**src/rtl/mem_port_arbiter.sv**
```systemverilog
// Arbiter sharing one single-ported memory between the fetch port and the data port.
// Define MEM_ARB_RR_EN for round-robin grant on ties; by default the data port always wins.
module mem_port_arbiter #(
  parameter int ADDR_W  = 32,
  parameter int DATA_W  = 32,
  parameter int TIMEOUT = 64
) (
  input  logic              clk,
  input  logic              reset,
  input  logic              if_req,
  input  logic [ADDR_W-1:0] if_addr,
  output logic [DATA_W-1:0] if_rdata,
  output logic              if_valid,
  input  logic              d_req,
  input  logic              d_we,
  input  logic [ADDR_W-1:0] d_addr,
  input  logic [DATA_W-1:0] d_wdata,
  output logic [DATA_W-1:0] d_rdata,
  output logic              d_valid,
  output logic              m_req,
  output logic              m_we,
  output logic [ADDR_W-1:0] m_addr,
  output logic [DATA_W-1:0] m_wdata,
  input  logic [DATA_W-1:0] m_rdata,
  input  logic              m_ready,
  output logic              stall_if,
  output logic              stall_mem,
  output logic              err
);

  typedef enum logic [1:0] {
    IDLE    = 2'd0,
    BUSY_IF = 2'd1,
    BUSY_D  = 2'd2
  } state_t;

  localparam logic [7:0] CNT_LAST = 8'(TIMEOUT - 1);

  state_t            state_q, state_d;
  logic              m_req_q, m_req_d;
  logic              m_we_q, m_we_d;
  logic [ADDR_W-1:0] m_addr_q, m_addr_d;
  logic [DATA_W-1:0] m_wdata_q, m_wdata_d;
  logic [DATA_W-1:0] if_rdata_q, if_rdata_d;
  logic [DATA_W-1:0] d_rdata_q, d_rdata_d;
  logic              if_valid_q, if_valid_d;
  logic              d_valid_q, d_valid_d;
  logic              err_q, err_d;
  logic [7:0]        cnt_q, cnt_d;
  logic              grant_d_s;

`ifdef MEM_ARB_RR_EN
  // rr_last: 0 = data port served last, 1 = fetch port served last
  logic              rr_last_q, rr_last_d;
  assign grant_d_s = d_req & ~(if_req & ~rr_last_q);
`else
  assign grant_d_s = d_req;
`endif

  // Next-state and registered-output computation for the arbitration FSM
  always_comb begin
    state_d    = state_q;
    m_req_d    = m_req_q;
    m_we_d     = m_we_q;
    m_addr_d   = m_addr_q;
    m_wdata_d  = m_wdata_q;
    if_rdata_d = if_rdata_q;
    d_rdata_d  = d_rdata_q;
    if_valid_d = 1'b0;
    d_valid_d  = 1'b0;
    err_d      = 1'b0;
    cnt_d      = cnt_q;
`ifdef MEM_ARB_RR_EN
    rr_last_d  = rr_last_q;
`endif
    case (state_q)
      IDLE: begin
        cnt_d = 8'd0;
        if (grant_d_s) begin
          m_req_d   = 1'b1;
          m_we_d    = d_we;
          m_addr_d  = d_addr;
          m_wdata_d = d_wdata;
          state_d   = BUSY_D;
`ifdef MEM_ARB_RR_EN
          rr_last_d = 1'b0;
`endif
        end else if (if_req) begin
          m_req_d   = 1'b1;
          m_we_d    = 1'b0;
          m_addr_d  = if_addr;
          state_d   = BUSY_IF;
`ifdef MEM_ARB_RR_EN
          rr_last_d = 1'b1;
`endif
        end else begin
          state_d = IDLE;
        end
      end
      BUSY_IF, BUSY_D: begin
        if (m_ready) begin
          m_req_d = 1'b0;
          m_we_d  = 1'b0;
          cnt_d   = 8'd0;
          state_d = IDLE;
          if (state_q == BUSY_D) begin
            d_valid_d = 1'b1;
            // Stores complete without touching the load-data register
            if (!m_we_q) begin
              d_rdata_d = m_rdata;
            end else begin
              d_rdata_d = d_rdata_q;
            end
          end else begin
            if_valid_d = 1'b1;
            if_rdata_d = m_rdata;
          end
        end else if (cnt_q == CNT_LAST) begin
          m_req_d = 1'b0;
          m_we_d  = 1'b0;
          cnt_d   = 8'd0;
          err_d   = 1'b1;
          state_d = IDLE;
          if (state_q == BUSY_D) begin
            d_valid_d = 1'b1;
            d_rdata_d = '0;
          end else begin
            if_valid_d = 1'b1;
            if_rdata_d = '0;
          end
        end else begin
          cnt_d = cnt_q + 8'd1;
        end
      end
      default: begin
        state_d = IDLE;
        m_req_d = 1'b0;
        m_we_d  = 1'b0;
        cnt_d   = 8'd0;
      end
    endcase
  end

  // State and output registers; reset abandons any transaction silently
  always_ff @(posedge clk or negedge reset) begin
    if (!reset) begin
      state_q    <= IDLE;
      m_req_q    <= 1'b0;
      m_we_q     <= 1'b0;
      m_addr_q   <= '0;
      m_wdata_q  <= '0;
      if_rdata_q <= '0;
      d_rdata_q  <= '0;
      if_valid_q <= 1'b0;
      d_valid_q  <= 1'b0;
      err_q      <= 1'b0;
      cnt_q      <= 8'd0;
`ifdef MEM_ARB_RR_EN
      rr_last_q  <= 1'b0;
`endif
    end else begin
      state_q    <= state_d;
      m_req_q    <= m_req_d;
      m_we_q     <= m_we_d;
      m_addr_q   <= m_addr_d;
      m_wdata_q  <= m_wdata_d;
      if_rdata_q <= if_rdata_d;
      d_rdata_q  <= d_rdata_d;
      if_valid_q <= if_valid_d;
      d_valid_q  <= d_valid_d;
      err_q      <= err_d;
      cnt_q      <= cnt_d;
`ifdef MEM_ARB_RR_EN
      rr_last_q  <= rr_last_d;
`endif
    end
  end

  assign m_req     = m_req_q;
  assign m_we      = m_we_q;
  assign m_addr    = m_addr_q;
  assign m_wdata   = m_wdata_q;
  assign if_rdata  = if_rdata_q;
  assign d_rdata   = d_rdata_q;
  assign if_valid  = if_valid_q;
  assign d_valid   = d_valid_q;
  assign err       = err_q;
  assign stall_if  = if_req & ~if_valid_q;
  assign stall_mem = d_req & ~d_valid_q;

endmodule
```
**config.mk**
```make
export PLATFORM = sky130hd
export DESIGN_NAME = mem_port_arbiter
export DESIGN_NICKNAME = d
export VERILOG_FILES = /design/src/rtl/mem_port_arbiter.sv
export SDC_FILE = /design/constraint.sdc
export NUM_CORES = 1
export LEC_CHECK = 0
export CAP_MARGIN = 20
export CORE_MARGIN = 2
export CORE_UTILIZATION = 30
export CTS_CLUSTER_DIAMETER = 100
export CTS_CLUSTER_SIZE = 14
export DETAILED_ROUTE_END_ITERATION = 12
export GPL_TIMING_DRIVEN = 0
export PLACE_DENSITY = 0.67
export SLEW_MARGIN = 40
export SYNTH_ARGS = -nofsm -noshare
export SYNTH_HDL_FRONTEND = slang
export SYNTH_SLANG_ARGS = --single-unit
```
**constraint.sdc**
```tcl
create_clock -name clk -period 2.02 [get_ports clk]
set_clock_uncertainty 0.15 [all_clocks]
set_input_delay 0.505 -clock clk [delete_from_list [all_inputs] [get_ports clk]]
set_output_delay 0.505 -clock clk [all_outputs]
set_load 0.005 [all_outputs]
```
== Word level (Yosys, flattened, before mapping) ==
Cells that the tools add are included.

* Flip-flop bits (word level): 143
* Input bits: 134
* Word-level logic and storage cells: 70

* Add/subtract/negate cells: 1
* Equal/unequal tests: 6
* Multiplexer cells: 38
* Bitwise gates (word level): 5
* Reductions and logical operators: 9

{| class="wikitable"
|+ Operators by type and width
! operator !! number
|-
| $mux 32 || 11
|-
| $mux 8 || 3
|-
| $mux 1 || 18
|-
| $add 8x1->8 const B || 1
|-
| $eq 8x6->1 const B || 1
|-
| $mux 2 || 3
|-
| $ne 3x3->1 const B || 2
|-
| $reduce_and 2->1 || 3
|-
| $pmux 1 s2 || 2
|-
| $pmux 2 s2 || 1
|-
| $reduce_and 4->1 || 1
|-
| $reduce_bool 2->1 || 2
|-
| $not 1->1 || 3
|-
| $reduce_and 3->1 || 1
|-
| $and 1x1->1 || 2
|-
| $eq 2x1->1 const B || 1
|-
| $eq 2x2->1 const B || 1
|-
| $logic_not 2->1 || 1
|-
| $ne 2x2->1 const B || 1
|-
| $reduce_or 2->1 || 1
|}

== Depth between registers and ports, before layout ==
Gate-level depths: netlist (run 1).

* Depth in word-level cells: 5
* Gate-level depth with buffers: 7
* Gate-level depth less buffers: 5

== Worst setup path after synthesis (run 1) ==
Ideal clock, no wire load.

* Path kind: reg2reg
* From: reg cnt_q[0]
* To: reg state_q[1]
* Library setup time: 0.125 ns
* Data arrival time: 1.619 ns
* Required time: 1.745 ns
* Slack: 0.126 ns
* Cell stages (with the launch flop): 5
* Path buffers: 0
* Period minus slack after synthesis: 1.894 ns
* Path through: dfrtp_1 > ha_1 > or3b_1 > o21ai_4 > mux2_2

* Word-level cells in the longest chain between the ends: 2

{| class="wikitable"
|+ Ends and longest elaborated chain
! what !! line !! source
|-
| start, declared || 49 || <nowiki>logic [7:0] cnt_q, cnt_d;</nowiki>
|-
| start signal, assigned || 172 || <nowiki>cnt_q <= cnt_d;</nowiki>
|-
| $eq 8x6->1 || 118 || <nowiki>end else if (cnt_q == CNT_LAST) begin</nowiki>
|-
| $ne 3x3->1 (no source line) || - ||
|-
| end signal, assigned || 162 || <nowiki>state_q <= state_d;</nowiki>
|-
| end, declared || 39 || <nowiki>state_t state_q, state_d;</nowiki>
|}

No other way between the ends.
A chain may end at the register's enable or synchronous reset.

== Worst setup path after layout (run 1) ==
* From: reg if_rdata_q[31] (netlist: if_rdata[31])
* To: out if_rdata[31]

{| class="wikitable"
|+ RTL lines
! what !! line !! source
|-
| start, declared || 44 || <nowiki>logic [DATA_W-1:0] if_rdata_q, if_rdata_d;</nowiki>
|-
| start signal, assigned || 167 || <nowiki>if_rdata_q <= if_rdata_d;</nowiki>
|-
| end, declared || 12 || <nowiki>output logic [DATA_W-1:0] if_rdata,</nowiki>
|}

No word-level cell between the ends.

==> metrics, run 1 <==
Post-DP HPWL=15110 um; GRT Util Overall=0.1799; reg2reg setup slack=0.08 ns; n_diodes=0; layout cells sized above 1=0.1570; clk_lat worst skew=0.41 ns; area of the core=21090 sq um; Leak=4.487 nW; Worst slew margin=0.6065; arrival time at the worst endpoint=1.33 ns; Max Freq=0.5044 GHz; CP Depth=1; Area growth syn-to-layout=61.25%; CTS clk-pin slew, worst paths=0.06 ns; I/O Buffers=267; Max-Cap Viols=0; Critical Path Fanout Max=3; crit-path cells=clkdlybuf4s50_1; peak supply drop=0.6150 mV; FP Rows=53; root buf cell=clkbuf_16; period utilization=0.9816; critical path type=reg -> out; initial antenna violation count=0; worst hold path class=reg -> reg; Cell Area, Synth=6465 sq um; status=complete, no violations; GRT overflow=0; DRC=0; Die ar.=22740 sq um; final setup fails=0; fin nets=985; Max stage delay on crit path=0.55 ns; Post-Route Utilization=0.4944; post-synthesis sequential area ratio=0.5535; Longest Clk Path Bufs=2; Setup TNS=0 ns; htree depth=4; TritonCTS buffer count=17; worst hold stages=2; DR iter-0 viols=224; CP Launch Type=flop; CTS tree=yes; final hold violation count=0; Pwr Density=1466 nW/um^2; slowest CP cell=clkdlybuf4s50_1; RR Startpoint=cnt_q[1]; crit path to=if_rdata[31]; delay-heaviest family, CP=buffers and inverters; Slew @ Worst Pin=0.5863 ns; Synth Register Bits=143; Die X=150.8 um; Synth Warn #=0; Syn Area/Cell=12.11 sq um; worst r2r dst=state_q[1]; Avg Vias per Cell=4.919; Synth Net Count=672; Buffers & Inverters on Critical Path=1; global-route wire length before repair=31260 um; Ports=269; reg2reg path depth=4; Mapped Cells=534; Clock Sink Count=143; fin crit period=1.983 ns; effective utilization at floorplan=0.3066; Final Max Tran Viols=0; largest net degree at the start of global routing=59; crit path capture type=output pin; RSZ-0062 raised after global routing=yes; Antenna Violating Nets Remaining=0; vias in the first global route=5610; synth unique cells=38; crit path launch=if_rdata[31]; DR vias=5583; worst path required time=1.36 ns; WL per Instance=18.18 um; Initial DRT Pass Iterations=4; Die Span Y=150.8 um; final wirelength=20630 um; GP Congestion=0.7396
[cell usage after synthesis (all sizes together)]
cell type | instances | area [sq um]
a211oi | 2 | 15.01
a21o | 32 | 240.2
a21oi | 4 | 23.77
a221o | 32 | 320.3
a22o | 64 | 560.5
a311o | 1 | 10.01
a31oi | 1 | 6.260
and2 | 2 | 12.51
and3 | 1 | 6.260
and3b | 1 | 8.760
and4 | 1 | 8.760
buf | 20 | 112.6
clkbuf | 24 | 90.09
dfrtp | 143 | 3578
ha | 4 | 50.05
inv | 4 | 15.01
mux2 | 33 | 371.6
mux2i | 33 | 330.3
nand2 | 35 | 131.4
nand2b | 2 | 12.51
nand3 | 3 | 15.01
nand3b | 1 | 7.510
nand4 | 1 | 6.260
nand4b | 1 | 8.760
nor2 | 6 | 22.52
nor2b | 36 | 225.2
nor3 | 4 | 20.02
nor3b | 1 | 12.51
o211a | 1 | 10.01
o21ai | 36 | 191.4
or3 | 1 | 6.260
or3b | 1 | 8.760
xnor2 | 1 | 8.760
xor2 | 2 | 17.52
[worst min-delay path by stage]
stage	from	to	slack [ns]
6_report	m_addr[21]	m_addr[21]	0.33
3_5_place_dp	reset	if_rdata[15]	0.24
2_1_floorplan	reset	cnt_q[0]	0.06
4_1_cts	m_addr[15]	m_addr[15]	0.33
3_3_place_gp	m_addr[15]	m_addr[15]	0.31
5_1_grt	m_addr[22]	m_addr[22]	0.36
[power by group]
part | total [mW] | switching [mW] | internal [mW] | leakage (nW)
Clock | 3.11 | 1.38 | 1.74 | 0.280
Combinational | 7.24 | 2.80 | 4.45 | 2.58
Sequential | 4.93 | 0.812 | 4.12 | 1.63
Total | 15.3 | 4.98 | 10.3 | 4.49
[cell usage in the layout, fill, tap and decap left out, drive strengths merged, types with 3 or more instances in the layout]
master and count:
a21o 32, a21oi 4, a221o 32, a22o 64
buf 49, clkbuf 40, clkdlybuf4s50 235, clkinv 6
dfrtp 143, dlygate4sd2 13, dlymetal6s2s 16, ha 4
inv 10, mux2 33, mux2i 33, nand2 35
nand3 3, nor2 6, nor2b 36, nor3 4
o21ai 36
[metal layers]
layer  up-vias  global-route usage  part of all wire
met5         -                   0                 0
met4         0             0.05047             0.013
met3        18             0.05572             0.082
met2       217              0.3034              0.49
met1      2736              0.2232              0.42
li1       2612                   -                 -
[sequential cells by signal, indices dropped and copies added, names as in the netlist]
name,count
d_valid,1
cnt_q,8
m_addr,32
if_rdata,32
d_rdata,32
m_we,1
err,1
m_wdata,32
m_req,1
state_q,2
if_valid,1
[metrics by stage]
stage,area [sq um],instances,hold slack (ns),setup slack [ns],power (mW)
floorplan,6465,534,0.05941,0.1264,8.195
finish,10430,1135,0.3275,0.03726,15.29
detailed placement,9542,1078,0.2446,-0.9606,11.99
global route,10430,1135,0.3577,-0.004703,16.34
CTS,10190,1115,0.3340,0.0004100,15.19
global placement,9482,1076,0.3107,-5.838,11.82
[kinds of logic (layout without fill, tap and decap cells)]
| kind of cell | Yosys count | count (layout) | synth area share |
|---|---|---|---|
| simple gates | 97 | 97 | 0.07935 |
| flops | 143 | 143 | 0.5535 |
| fa+ha+maj | 4 | 4 | 0.007742 |
| compound gates | 173 | 173 | 0.2131 |
| xor+xnor | 3 | 3 | 0.004065 |
| buf+inv | 48 | 374 | 0.03368 |
| mux | 66 | 66 | 0.1086 |
[what timing repair did]
item                                    in CTS  in global routing
hold buffers                                 1                  0
gates resized for setup                     39                 52
setup buffers                                4                 20
pin swaps                                    1                  0
endpoints found under the setup margin     101                128
endpoints found under the hold margin       30                  0
[final cells by class]
| class | count | area [sq um] |
|---|---|---|
| Timing Repair Buffer | 294 | 2943 |
| Buffer | 44 | 275.3 |
| Sequential cell | 143 | 3580 |
| Clock buffer | 17 | 425.4 |
| Fill cell | 1979 | 10660 |
| Inverter | 4 | 15.01 |
| Clock inverter | 15 | 153.9 |
| Multi-Input combinational cell | 343 | 2689 |
| Tap cell | 275 | 344.1 |
Power figures use the tool's default switching activity.
==> run 2, diff against run 1 <==
--- a/config.mk
+++ b/config.mk
@@ -5,6 +5,7 @@
 export SDC_FILE = /design/constraint.sdc
 export NUM_CORES = 1
 export LEC_CHECK = 0
+export ABC_CLOCK_PERIOD_IN_PS = 2000
 export CAP_MARGIN = 20
 export CORE_MARGIN = 2
 export CORE_UTILIZATION = 30
@@ -12,7 +13,8 @@
 export CTS_CLUSTER_SIZE = 14
 export DETAILED_ROUTE_END_ITERATION = 12
 export GPL_TIMING_DRIVEN = 0
-export PLACE_DENSITY = 0.67
+export PLACE_DENSITY = 0.65
+export SKIP_LAST_GASP = 1
 export SLEW_MARGIN = 40
 export SYNTH_ARGS = -nofsm -noshare
 export SYNTH_HDL_FRONTEND = slang
==> constraint.sdc (replaced) <==
create_clock -name clk -period 2 [get_ports clk]
set_clock_uncertainty 0.15 [all_clocks]
set_input_delay 0.5 -clock clk [delete_from_list [all_inputs] [get_ports clk]]
set_output_delay 0.5 -clock clk [all_outputs]
set_load 0.005 [all_outputs]
==> metrics, run 2 (synthesis results as in run 1) <==
status=complete, no violations; fin nets=1001 (+1.6%); Avg Vias per Cell=4.887 (-0.65%); slowest CP cell=clkdlybuf4s50_1; Max stage delay on crit path=0.53 ns (-0.02 ns); Antenna Violating Nets Remaining=0 (unchanged); crit path capture type=output pin; Final Max Tran Viols=0 (unchanged); Post-DP HPWL=14720 um (-2.6%); Clock Sink Count=143 (unchanged); layout cells sized above 1=0.1689 (+0.01197); critical path type=reg -> out; delay-heaviest family, CP=buffers and inverters; global-route wire length before repair=30980 um (-0.90%); Max Freq=0.5050 GHz; Area growth syn-to-layout=63.19%; CP Launch Type=flop; CTS clk-pin slew, worst paths=0.06 ns (about the same); Critical Path Fanout Max=3 (unchanged); Initial DRT Pass Iterations=4 (unchanged); most common cell after layout, fill and taps aside=clkdlybuf4s50_1; FP Rows=53 (unchanged); Leak=4.615 nW (+2.9%); peak supply drop=0.6630 mV (+7.8%); Die X=150.8 um (unchanged); DRC=0 (unchanged); largest net degree at the start of global routing=69 (+17%); period utilization=0.9901; RSZ-0062 raised after global routing=yes; final hold violation count=0 (unchanged); reg2reg setup slack=0.07 ns (about the same); Setup TNS=0 ns (unchanged); DR vias=5630 (+0.84%); GP Congestion=0.7457 (+0.82%); Longest Clk Path Bufs=2 (unchanged); final setup fails=0 (unchanged); Worst slew margin=0.6363 (+0.02975); Die Span Y=150.8 um (unchanged); WL per Instance=17.67 um (-2.8%); Post-Route Utilization=0.5003 (+0.005934); TritonCTS buffer count=17 (unchanged); total power draw=15.48 mW (+1.3%); worst hold path class=reg -> reg; HP Start=m_addr[6]; CTS tree=yes; Buffers & Inverters on Critical Path=1 (unchanged); DR iter-0 viols=255 (+14%); Max-Cap Viols=0 (unchanged); reg2reg path depth=6 (+2); vias in the first global route=5405 (-3.7%); effective utilization at floorplan=0.3066 (unchanged); most frequent cells in the layout=219 x clkdlybuf4s50_1, 143 x dfrtp_1, 64 x a22o_1; clk_lat worst skew=0.42 ns (about the same); Ports=269 (unchanged); GRT Util Overall=0.1773 (-0.002675); worst r2r dst=m_we; placed cell area=9542 sq um (unchanged); Pwr Density=1468 nW/um^2 (about the same); root buf cell=clkbuf_16; area of the core=21090 sq um (unchanged); post-route cell area=10550 sq um (+1.2%); GRT overflow=0 (unchanged); final wirelength=20350 um (-1.4%); I/O Buffers=267 (unchanged); fin crit period=1.980 ns; crit-path cells=clkdlybuf4s50_1; number of fill cells in the layout=1958 (-1.1%); Worst Hold End=m_addr[6]; worst path required time=1.35 ns (about the same); initial antenna violation count=1 (+1); Die ar.=22740 sq um (unchanged); worst hold stages=2 (unchanged); RR Startpoint=state_q[1]; htree depth=4 (unchanged); arrival time at the worst endpoint=1.33 ns (about the same); Slew @ Worst Pin=0.5456 ns (-0.04069 ns)
run 2: cell types whose count changed in the layout (fill, tap and decap cells not counted), sizes merged, moves of 3 or more:
| cell | previous run | this run |
|---|---|---|
| dlygate4sd2 | 13 | 22 |
| dlymetal6s2s | 16 | 23 |
| clkinv | 6 | 3 |
| clkinvlp | 2 | 5 |
| buf | 49 | 65 |
| clkdlybuf4s50 | 235 | 219 |
run 2: cell type report:
cell class,count,area (sq um),area share
Inverter,4,15.01,0.001423
Clock buffer,19,442.9,0.04198
Tap cell,275,344.1,0.03261
Buffer,43,257.7,0.02443
Timing Repair Buffer,311,3077,0.2916
Multi-Input combinational cell,343,2701,0.2560
Antenna cell,1,2.502,0.0002372
Clock inverter,13,131.4,0.01245
Sequential cell,143,3578,0.3392
run 2: how the worst max path moves through the flow:
| stage | start | to | slack (ns) | cells past startpoint |
|---|---|---|---|---|
| after global placement | reset | m_wdata[17] | -5.95 | 1 |
| after CTS | state_q[1] | if_rdata[28] | -0.001 | 7 |
| after global routing | if_rdata[2] | if_rdata[2] | -0.02 | 1 |
| final | if_rdata[2] | if_rdata[2] | 0.02 | 1 |
| after detailed placement | d_req | stall_mem | -0.98 | 5 |
| after floorplan | cnt_q[0] | state_q[1] | 0.11 | 4 |
run 2: where the power goes:
part           internal, mW  leakage, nW  total (mW)  switching, mW
Combinational          4.56         2.72        7.45           2.89
Sequential             4.16         1.63        4.90          0.744
Clock                  1.77        0.265        3.13           1.36
run 2: metrics by stage:
stage / std cells / hold slack (ns) / worst slack, ns
after floorplan: 534 / 0.05441 / 0.1064
after global placement: 1076 / 0.3117 / -5.955
after detailed placement: 1078 / 0.2313 / -0.9764
after CTS: 1131 / 0.3342 / -0.001068
after global routing: 1152 / 0.3557 / -0.02389
final: 1152 / 0.3284 / 0.01976
run 2: repair_timing:
action | CTS | global route
pin swaps | 1 | 0
endpoints found under the hold margin | 28 | 0
hold buffers | 1 | 0
buffers inserted | 20 | 21
setup endpoints to repair | 162 | 132
resized for setup | 50 | 43
run 2: per-layer routing:
layer | track usage | wire, um | vias up
met2 | 0.2818 | 9492 | 219
met4 | 0.05000 | 214 | 0
li1 | - | - | 2643
met1 | 0.2274 | 8768 | 2753
met5 | 0 | 0 | -
met3 | 0.06566 | 1877 | 15
